===== src/rtl/chan_mux_pkg.sv =====
// Shared constants for the channel mux: mode encodings and select-width helper.
package chan_mux_pkg;

  localparam logic MODE_MANUAL = 1'b0;
  localparam logic MODE_RR     = 1'b1;

  // Select width never drops below one bit, even for two channels.
  function automatic int sel_width(input int n);
    return (n > 2) ? $clog2(n) : 1;
  endfunction

endpackage


===== src/rtl/rr_arbiter.sv =====
// Rotating-priority arbiter: first requester after ptr wins, wrapping back to ptr last.
module rr_arbiter
  import chan_mux_pkg::*;
#(
  parameter  int NCH   = 4,
  localparam int SEL_W = sel_width(NCH)
) (
  input  logic [NCH-1:0]   req,
  input  logic [SEL_W-1:0] ptr,
  output logic [NCH-1:0]   gnt
);

  always_comb begin
    gnt = '0;
    for (int k = 1; k <= NCH; k++) begin
      if ((gnt == '0) && req[(int'(ptr) + k) % NCH]) begin
        gnt[(int'(ptr) + k) % NCH] = 1'b1;
      end
    end
  end

endmodule


===== src/rtl/chan_mux_rr.sv =====
// N-channel to one registered mux, manual or round-robin selection, valid/ready both sides.
// Optional even-parity output enabled by defining CHAN_MUX_RR_PARITY_EN.
module chan_mux_rr
  import chan_mux_pkg::*;
#(
  parameter  int WIDTH = 3,
  parameter  int NCH   = 4,
  localparam int SEL_W = sel_width(NCH)
) (
  input  logic                   clk,
  input  logic                   rst,
  input  logic [NCH*WIDTH-1:0]   in_data,
  input  logic [NCH-1:0]         in_valid,
  output logic [NCH-1:0]         in_ready,
  input  logic                   mode,
  input  logic [SEL_W-1:0]       sel,
  output logic [WIDTH-1:0]       out_data,
  output logic [SEL_W-1:0]       out_chan,
  output logic                   out_valid,
  input  logic                   out_ready
`ifdef CHAN_MUX_RR_PARITY_EN
  ,
  output logic                   out_par
`endif
);

  // Channel 0 gets first round-robin priority out of reset.
  localparam logic [SEL_W-1:0] PTR_RST = SEL_W'(NCH - 1);

  logic                 r_vld_p1;
  logic [WIDTH-1:0]     r_data_p1;
  logic [SEL_W-1:0]     r_chan_p1;
  logic [SEL_W-1:0]     r_ptr;

  logic                 w_load_en;
  logic [NCH-1:0]       w_man_gnt;
  logic [NCH-1:0]       w_rr_gnt;
  logic [NCH-1:0]       w_gnt;
  logic                 w_xfer;
  logic [WIDTH-1:0]     w_data_sel;
  logic [SEL_W-1:0]     w_chan_sel;

`ifdef CHAN_MUX_RR_PARITY_EN
  logic                 r_par_p1;

  function automatic logic even_par(input logic [WIDTH-1:0] d);
    return ^d;
  endfunction
`endif

  assign w_load_en = !r_vld_p1 || out_ready;

  // sel may exceed NCH-1 when NCH is not a power of two; such a select grants nothing.
  always_comb begin
    w_man_gnt = '0;
    if (int'(sel) < NCH) begin
      w_man_gnt[sel] = in_valid[sel];
    end
  end

  rr_arbiter #(
    .NCH (NCH)
  ) u_arb (
    .req (in_valid),
    .ptr (r_ptr),
    .gnt (w_rr_gnt)
  );

  assign w_gnt    = (mode == MODE_RR) ? w_rr_gnt : w_man_gnt;
  assign in_ready = (w_load_en && !rst) ? w_gnt : '0;
  assign w_xfer   = |in_ready;

  always_comb begin
    w_data_sel = '0;
    w_chan_sel = '0;
    for (int i = 0; i < NCH; i++) begin
      if (w_gnt[i]) begin
        w_data_sel = in_data[i*WIDTH +: WIDTH];
        w_chan_sel = SEL_W'(i);
      end
    end
  end

  // Stage p1: output word register, loaded whenever the slot is free or being drained.
  always_ff @(posedge clk) begin
    if (rst) begin
      r_vld_p1  <= 1'b0;
      r_data_p1 <= '0;
      r_chan_p1 <= '0;
      r_ptr     <= PTR_RST;
`ifdef CHAN_MUX_RR_PARITY_EN
      r_par_p1  <= 1'b0;
`endif
    end else if (w_load_en) begin
      r_vld_p1 <= w_xfer;
      if (w_xfer) begin
        r_data_p1 <= w_data_sel;
        r_chan_p1 <= w_chan_sel;
        r_ptr     <= w_chan_sel;
`ifdef CHAN_MUX_RR_PARITY_EN
        r_par_p1  <= even_par(w_data_sel);
`endif
      end
    end
  end

  assign out_valid = r_vld_p1;
  assign out_data  = r_data_p1;
  assign out_chan  = r_chan_p1;
`ifdef CHAN_MUX_RR_PARITY_EN
  assign out_par   = r_par_p1;
`endif

endmodule


===== config.mk =====
export PLATFORM = sky130hd
export DESIGN_NAME = chan_mux_rr
export DESIGN_NICKNAME = d
export VERILOG_FILES = /design/src/rtl/chan_mux_pkg.sv /design/src/rtl/rr_arbiter.sv /design/src/rtl/chan_mux_rr.sv
export SDC_FILE = /design/constraint.sdc
export NUM_CORES = 1
export LEC_CHECK = 0
export CAP_MARGIN = 20
export CORE_MARGIN = 1
export CORE_UTILIZATION = 34
export DETAILED_ROUTE_END_ITERATION = 7
export PLACE_DENSITY = 0.7
export SKIP_LAST_GASP = 1
export SLEW_MARGIN = 0
export SYNTH_ARGS = -nofsm -noshare
export SYNTH_HDL_FRONTEND = slang
export SYNTH_SLANG_ARGS = --single-unit
export TNS_END_PERCENT = 30

===== constraint.sdc =====
create_clock -name clk -period 4.5 [get_ports clk]
set_input_delay 0.9 -clock clk [delete_from_list [all_inputs] [get_ports clk]]
set_output_delay 0.9 -clock clk [all_outputs]
set_load 0.01 [all_outputs]

---- Yosys cells after proc, flatten, opt, wreduce, memory -nomap -nowiden ----
Cells that the tools add are included.
operators by class
  $add $sub $neg .......................... 4
  magnitude comparators ................... 10
  muxes and demuxes ....................... 37
  bitwise gates (word level) .............. 8
  reductions and logical operators ........ 21
operators with widths
  kind                                                                                 number
  4-bit 2-to-1 mux                                                                     6
  3-bit by 4-bit less-than comparator with 1-bit output, second input constant         4
  1-bit 2-to-1 mux                                                                     15
  3-bit by 1-bit greater-or-equal comparator with 1-bit output, second input constant  4
  4-bit zero test                                                                      3
  3-bit 2-to-1 mux                                                                     4
  4-bit OR                                                                             3
  1-bit binary-select mux with 2-bit select                                            5
  1-bit demux with 2-bit select                                                        5
  1-bit logical AND                                                                    9
  2-bit OR reduction                                                                   4
  2-bit by 1-bit adder with 2-bit output, second input constant                        2
  2-bit adder, second input constant                                                   2
  1-bit AND, first input constant                                                      4
  4-bit AND                                                                            1
  2-bit 2-to-1 mux                                                                     2
  4-bit OR reduction                                                                   1
  2-bit by 3-bit less-than comparator with 1-bit output, second input constant         1
  2-bit by 1-bit greater-or-equal comparator with 1-bit output, second input constant  1
  1-bit zero test                                                                      2
  2-bit AND reduction                                                                  1
  1-bit logical OR                                                                     1
storage, ports and cells
  register bits ........................... 8
  bits of input ports ..................... 22
  output and inout bits ................... 10
  word-level logic and storage cells ...... 84

---- Longest topological paths before layout ----
Gate-level depths: netlist of the first run.
  depth after elaboration ................. 22
  mapped depth ............................ 12
  gate-level depth less buffers ........... 10

---- Cells and area by module ----
From an unflattened synthesis of the first run, not the netlist that was laid out.
second synthesis, totals
  cells, all modules ...................... 107
  area total of the unflattened synthesis .. 973.4 µm²
by module, submodules not included
  module       instances  cells an instance  area an instance (µm²)  seq. area each (µm²)
  chan_mux_rr  1          59                 511.7                   160.2
  rr_arbiter   1          48                 461.7                   0.0

---- Least setup slack after synthesis of the first run ----
No wires, ideal clock.
  path type ............................... input port to output port
  start ................................... in in_valid[2]
  end ..................................... out in_ready[3]
  data arrival time ....................... 2.414 ns
  required time ........................... 3.600 ns
  setup slack ............................. 1.186 ns
  cell stages on the path ................. 6
  buffers on the path ..................... 0
  path through ............................ mux4_2 -> a21boi_2 -> a22oi_1 -> and2_2 -> a31o_2 -> nor2_1
on the way
  longest elaborated chain between the ends .. 15
  elaborated cells between the ends (all ways) .. 30
  classes of those cells .................. mux (20); bitwise (4); reduce/logical (6)
ends and longest elaborated chain
  element                                              RTL line           source
  start: declaration                                   chan_mux_rr.sv:13  input logic [NCH-1:0] in_valid,
  1-bit binary-select mux with 2-bit select            rr_arbiter.sv:16   if ((gnt == '0) && req[(int'(ptr) + k) % NCH]) begin
  1-bit 2-to-1 mux (implied by the code) (2 in a row)  rr_arbiter.sv:16
  4-bit 2-to-1 mux                                     rr_arbiter.sv:16
  4-bit zero test                                      rr_arbiter.sv:16
  1-bit logical AND                                    rr_arbiter.sv:16
  4-bit 2-to-1 mux                                     rr_arbiter.sv:16
  4-bit zero test                                      rr_arbiter.sv:16
  1-bit logical AND                                    rr_arbiter.sv:16
  4-bit 2-to-1 mux                                     rr_arbiter.sv:16
  4-bit zero test                                      rr_arbiter.sv:16
  1-bit logical AND                                    rr_arbiter.sv:16
  4-bit 2-to-1 mux                                     rr_arbiter.sv:16
  4-bit 2-to-1 mux *                                   chan_mux_rr.sv:69  assign w_gnt = (mode == MODE_RR) ? w_rr_gnt : w_man_gnt;
  4-bit 2-to-1 mux *                                   chan_mux_rr.sv:70  assign in_ready = (w_load_en && !rst) ? w_gnt : '0;
  end: declaration                                     chan_mux_rr.sv:14  output logic [NCH-1:0] in_ready,
Every way passes the cells marked *; elsewhere a longest branch is shown, timed or not. The select of a mux whose other input is x is not followed.

---- Worst setup path in the final report of the first run ----
  start ................................... in in_valid[3]
  end ..................................... out in_ready[3]
Same word-level chain as after synthesis.

==> results.json, run 1 <==
{
  "status": "finished, final reports clean",
  "gr-usage-all-layers_pct": 16.0,
  "die_h_um": 56.4,
  "initial_utilization_pct": 36.2,
  "synthTopCellsByArea": "dfxtp_1, ha_1, mux4_1",
  "worstSetupPathType": "input pin to output pin",
  "yosys_warnings": 0,
  "fin_crit_sh_pct": 98.0,
  "finalHoldViolCount": 0,
  "dpl_cell_area_mm2": 0.00133,
  "maxSlewHeadroom_pct": 69.0,
  "switching_share_pct": 39.9,
  "synth_edf_count": 0,
  "pwr-share-clk_pct": 13.1,
  "slew_viol_final": 0,
  "leakage_nw": 0.562,
  "worstSetupStartpointType": "input pin",
  "clock.fmax_mhz": 227,
  "clkLatencyLatePin_ps": 260,
  "yosysSeqAreaShare_pct": 15.9,
  "fin_cells": 179,
  "ys_top_cells_by_count": "nor2_1, inv_1, dfxtp_1, ha_1, nand2_1",
  "antenna_found_initial": 0,
  "synth_top_area_share_pct": 15.9,
  "tns_ps": 0,
  "fin_util_pct": 49.3,
  "holdBufCountCts": 0,
  "grt_pass1_wl_mm": 3.99,
  "hold_path_class": "flop to flop",
  "endpoint_kind": "output pin",
  "syn_area_mm2": 0.00101,
  "timing.hold.ws_ps": 530,
  "finalWirelength_mm": 2.62,
  "drt_iter0_markers": 79,
  "cap_violations": 0,
  "p_seq_share_pct": 23.4,
  "grt_max_degree": 13,
  "skew_ps": 3.78,
  "wl_per_cell_um": 14.6,
  "rows": 19,
  "dieWidth_um": 56.4,
  "viasPerCell": 5.79,
  "fp.coreArea_mm2": 0.00278,
  "intPower_mw": 0.251,
  "powerDensity_mw_per_mm2": 305,
  "firstDrtPassIters": 4,
  "tightest_slew_ps": 463,
  "p_comb_share_pct": 63.5,
  "dpl.hpwl_mm": 2.06,
  "switchingPower_mw": 0.167,
  "period_needed_ps": 4410,
  "pre_cts_ws_ps": 75.7,
  "yosysMostFrequentCell": "nor2_1",
  "cp.arrival_ps": 3510,
  "fill_cells": 287,
  "syn_inst": 115,
  "ctsHtreeMaxLevel": 1,
  "postSynth.asyncResetShare_pct": 0,
  "ys.flop_type": "dfxtp_1",
  "synth_top_area_cell": "dfxtp_1",
  "port_buffers": 31,
  "cts.clk_slew.worst_paths_ps": 50,
  "gp_congestion": 0.870,
  "cts_made_buffers": 3,
  "required_ps": 3600,
  "layout-drive-gt1-share_pct": 18.2,
  "yosys_register_bits": 8,
  "setup_violations": 0,
  "finalPower_mw": 0.418,
  "clock-sinks": 8,
  "nets": 180,
  "cts_tree": "done",
  "vias": 1037,
  "io_pins": 32,
  "finalWorstSetupSlack_ps": 90.6,
  "peakVddDrop_mv": 0.184,
  "clock_path_buffers": 2,
  "stdcell_area_mm2": 0.00137,
  "route.detailed.drc": 0,
  "synth_nets": 145,
  "cts-root-buf": "clkbuf_4",
  "antenna_cells": 0,
  "synthDistinctLibCells": 45,
  "rsz0062_at_grt": "yes",
  "dp.cells": 175,
  "worstPathMaxFanout": 8,
  "ant_nets": 0,
  "die-area_mm2": 0.00318,
  "first_global_vias": 963,
  "overflow": 0,
  "syn_to_final_growth_pct": 36.3,
  "avgSynthCellArea_um2": 8.75
}
cells in the final DEF (no fill, tap or decap), types with 2 or more instances in the layout:
cell              n
clkdlybuf4s50_1  31
nor2_1           11
inv_1            10
nand2_1           8
ha_1              8
dfxtp_1           8
nand3_1           5
nand4_1           5
a21o_1            3
o21ai_0           3
a21oi_1           3
o221ai_1          3
o22a_1            3
clkbuf_4          3
buf_4             3
mux4_2            2
mux4_1            2
or2_2             2
a21oi_2           2
nor2b_1           2
a31o_2            2
o21bai_1          2
nor3b_2           2
a31o_1            2
worst max-delay path: stages:
cell and delay, ps:
clkdlybuf4s50_1 490, mux4_2 600, a22oi_1 240, a22o_2 220, nand4_2 130, a31o_2 290, nor2_1 100, clkdlybuf4s50_1 550
power groups by stage:
stage / clock [mW] / sequential, mW / combinational [mW]
2_1_floorplan: 0 / 0.0990 / 0.173
3_3_place_gp: 0 / 0.0983 / 0.252
3_5_place_dp: 0 / 0.0988 / 0.255
4_1_cts: 0.0565 / 0.0978 / 0.257
5_1_grt: 0.0597 / 0.0999 / 0.284
6_report: 0.0548 / 0.0978 / 0.265
kinds of logic (layout without fill, tap and decap cells):
kind of cell               after synthesis  after routing  share of synthesized area [%]
AOI/OAI and AO/OA                       36             36                           31.3
DFF                                      8              8                           15.9
and+or+nand+nor                         45             45                           25.6
adders and majority gates                8              8                           9.95
muxes                                    4              4                           9.70
buffers and inverters                   14             47                           7.46
layer usage:
| layer | track usage, % | vias up | routed length, um |
|---|---|---|---|
| met4 | 9.41 | 0 | 44 |
| met5 | 0 | - | 0 |
| met3 | 4.15 | 8 | 157 |
| met1 | 19.3 | 477 | 1180 |
| met2 | 25.7 | 50 | 1240 |
| li1 | - | 502 | - |
repair_timing:
item / CTS / global route
gates resized for setup: 0 / 2
setup endpoints to repair: 0 / 3
buffers inserted: 0 / 1
registers in the layout, summed over array words and instances, names as in the netlist:
register	cells
out_valid	1
out_chan	2
r_ptr	2
out_data	3
area by class of cell:
| type | instances | area, um2 | area share, % |
|---|---|---|---|
| inverters | 10 | 37.5 | 2.74 |
| clock buffers | 3 | 22.5 | 1.64 |
| flip-flops and latches | 8 | 160 | 11.7 |
| repair buffers | 34 | 333 | 24.3 |
| well taps | 31 | 38.8 | 2.83 |
| multi-input cells | 93 | 779 | 56.8 |
path summary, 6_finish.rpt:
| path | startpoint | to | slack [ps] | cells after the start |
|---|---|---|---|---|
| hold reg to reg | out_chan[0] | out_chan[0] | 530 | 2 |
| hold / removal | out_chan[0] | out_chan[0] | 530 | 2 |
| setup / recovery | in_valid[3] | in_ready[3] | 90 | 8 |
| setup reg to reg | r_ptr[0] | r_ptr[0] | 1210 | 10 |
Power figures use the tool's default switching activity.
==> run 2: changes to the inputs <==
- PLACE_DENSITY: 0.7 -> 0.72
- SKIP_LAST_GASP: 1 -> unset
- clock period: 4.5 -> 3.55 ns (I/O delays scaled with it)
==> run 2 against run 1 <==
  * First-iteration DRC count is 62% lower
  * Global-route usage is 3.4 points higher
  * Non-clock buffer count is 29 higher
  * Combinational power is 61% higher
  * Clock-buffer cell count stayed put
  * Final cell count is 16% higher
  * Sequential share of layout area is 1.3 points lower
  * Sequential cell count stayed put
  * Largest cell class unchanged
==> results.json, run 2 (synthesis results as in run 1) <==
{
  "status": "finished, final reports clean",
  "fin_util_pct": 57.9,
  "path_common_cell": "buf_4",
  "io_pins": 32,
  "stdcell_area_mm2": 0.00161,
  "fp.coreArea_mm2": 0.00278,
  "dpl_cell_area_mm2": 0.00149,
  "leakage_nw": 0.712,
  "crit_family": "buffers and inverters",
  "gr-usage-all-layers_pct": 19.4,
  "hold_path_class": "flop to flop",
  "dr.max_layer_used": "met3",
  "dp.cells": 194,
  "cts_made_buffers": 3,
  "hold_end": "out_chan[0]",
  "cts_tree": "done",
  "endpoint_kind": "flop",
  "worstPathMaxFanout": 7,
  "port_buffers": 31,
  "period_needed_ps": 3470,
  "r2r-end": "out_data[0]",
  "powerDensity_mw_per_mm2": 382,
  "final_cell_mix": "buf_4, clkdlybuf4s50_1, nor2_1",
  "largest_register_ffs": 3,
  "skew_ps": 8.53,
  "maxSlewHeadroom_pct": 76.3,
  "overflow": 0,
  "rr_worst_depth": 19,
  "cap_violations": 0,
  "wl_met3_um": 164,
  "clock-sinks": 8,
  "pre_cts_ws_ps": -448,
  "layout-drive-gt1-share_pct": 37.9,
  "setup_violations": 0,
  "dieWidth_um": 56.4,
  "firstDrtPassIters": 4,
  "viasPerCell": 5.45,
  "wl_per_cell_um": 14.4,
  "peakVddDrop_mv": 0.354,
  "ant_nets": 0,
  "vias": 1133,
  "final_common_cell": "buf_4",
  "fin_cells": 208,
  "worstHoldStart": "out_chan[0]",
  "rows": 19,
  "nets": 209,
  "clock_path_buffers": 2,
  "gp_congestion": 0.933,
  "crit_path_cell_trace": "inv_2 -> ha_4 -> mux4_2 -> buf_4 -> buf_4 -> nand2_2 -> a21boi_1 -> nand4_1 -> buf_4 -> buf_4 -> buf_4 -> buf_4 -> buf_4 -> buf_4 -> a41o_4 -> a31oi_4 -> buf_12 -> nor3b_2 -> a31o_1",
  "drt_iter0_markers": 30,
  "path_buf_inv": 10,
  "r2r-start": "r_ptr[0]",
  "cts-root-buf": "clkbuf_4",
  "worstSetupPathType": "flop to flop",
  "finalPower_mw": 0.615,
  "slowest_stage": "dfxtp_4",
  "met1Wirelength_mm": 1.27,
  "antenna_cells": 0,
  "finalHoldViolCount": 0,
  "critPathMaxStageDelay_ps": 390,
  "slew_viol_final": 0,
  "first_global_vias": 1160,
  "whs_path_depth": 2,
  "wl_met2_mm": 1.56,
  "worstSetupStartpointType": "flop",
  "antenna_found_initial": 0,
  "finalWorstSetupSlack_ps": 80.5,
  "grt_pass1_wl_mm": 4.98,
  "ctsHtreeMaxLevel": 1,
  "initial_utilization_pct": 36.2,
  "grt_max_degree": 10,
  "cp.arrival_ps": 3600,
  "dpl.hpwl_mm": 2.23,
  "tightest_slew_ps": 354,
  "fin_crit_sh_pct": 97.7,
  "reg2reg_setup_slack_ps": 80,
  "die-area_mm2": 0.00318,
  "cts.clk_slew.worst_paths_ps": 60,
  "route.detailed.drc": 0,
  "syn_to_final_growth_pct": 60.2,
  "die_h_um": 56.4,
  "clock.fmax_mhz": 288,
  "clkLatencyLatePin_ps": 250,
  "finalWirelength_mm": 2.99,
  "required_ps": 3680
}
==> run 2: changes by cell type in the layout (fill, tap and decap cells not counted), sizes merged <==
| cell | before | now |
|---|---|---|
| clkdlybuf4s50 | 31 | 23 |
| buf | 3 | 32 |
| clkdlybuf4s15 | 0 | 1 |
| clkbuf | 3 | 7 |
| dlygate4sd2 | 0 | 3 |
==> run 2: how the worst max path moves through the flow <==
stage | from | endpoint | slack, ps | cells after the start
after floorplan | r_ptr[0] | in_ready[3] | 530 | 9
after global placement | in_valid[2] | in_ready[0] | -370 | 9
after detailed placement | in_valid[3] | in_ready[2] | -450 | 8
after CTS | r_ptr[0] | out_data[0] | 20 | 19
after global routing | r_ptr[0] | out_data[1] | -10 | 19
final | r_ptr[0] | out_data[0] | 80 | 19
==> run 2: routing by layer <==
layer,track usage [%],vias up
met5,0,-
met4,1.74,0
met3,3.92,0
met2,37.2,49
met1,22.8,523
li1,-,561
==> run 2: where the power goes <==
part / switching (mW) / total (mW) / leakage, nW / internal (mW)
sequential: 0.0128 / 0.121 / 0.0663 / 0.108
combinational: 0.192 / 0.427 / 0.632 / 0.235
clock: 0.0287 / 0.0672 / 0.0138 / 0.0385
total: 0.233 / 0.615 / 0.712 / 0.382
==> run 2: timing repair <==
item / in CTS / in global routing
hold buffers: 0 / 0
pin swaps: 4 / 5
endpoints found under the setup margin: 4 / 11
hold endpoints to repair: 0 / 0
buffers inserted: 11 / 0
gates resized for setup: 15 / 16
==> run 2: worst register-to-register path: stages (launching register included) <==
cell and delay (ps):
dfxtp_4 390, inv_2 80, ha_4 250, mux4_2 280
buf_4 140, buf_4 110, nand2_2 80, a21boi_1 190
nand4_1 170, buf_4 170, buf_4 120, buf_4 120
buf_4 120, buf_4 120, buf_4 120, a41o_4 240
a31oi_4 260, buf_12 150, nor3b_2 40, a31o_1 200
==> run 2: area by class of cell <==
class | instances | area, um2
sequential | 8 | 168
inverter | 10 | 37.5
tap | 31 | 38.8
timing repair buffer | 63 | 539
multi-input combinational | 93 | 806
fill | 245 | 1170
clock buffer | 3 | 22.5
==> run 2: through the flow <==
| step | hold WS [ps] | setup TNS, ps |
|---|---|---|
| 2_1_floorplan | 540 | 0 |
| 3_3_place_gp | 506 | -1390 |
| 3_5_place_dp | 526 | -1570 |
| 4_1_cts | 534 | 0 |
| 5_1_grt | 558 | -15.6 |
| 6_report | 532 | 0 |
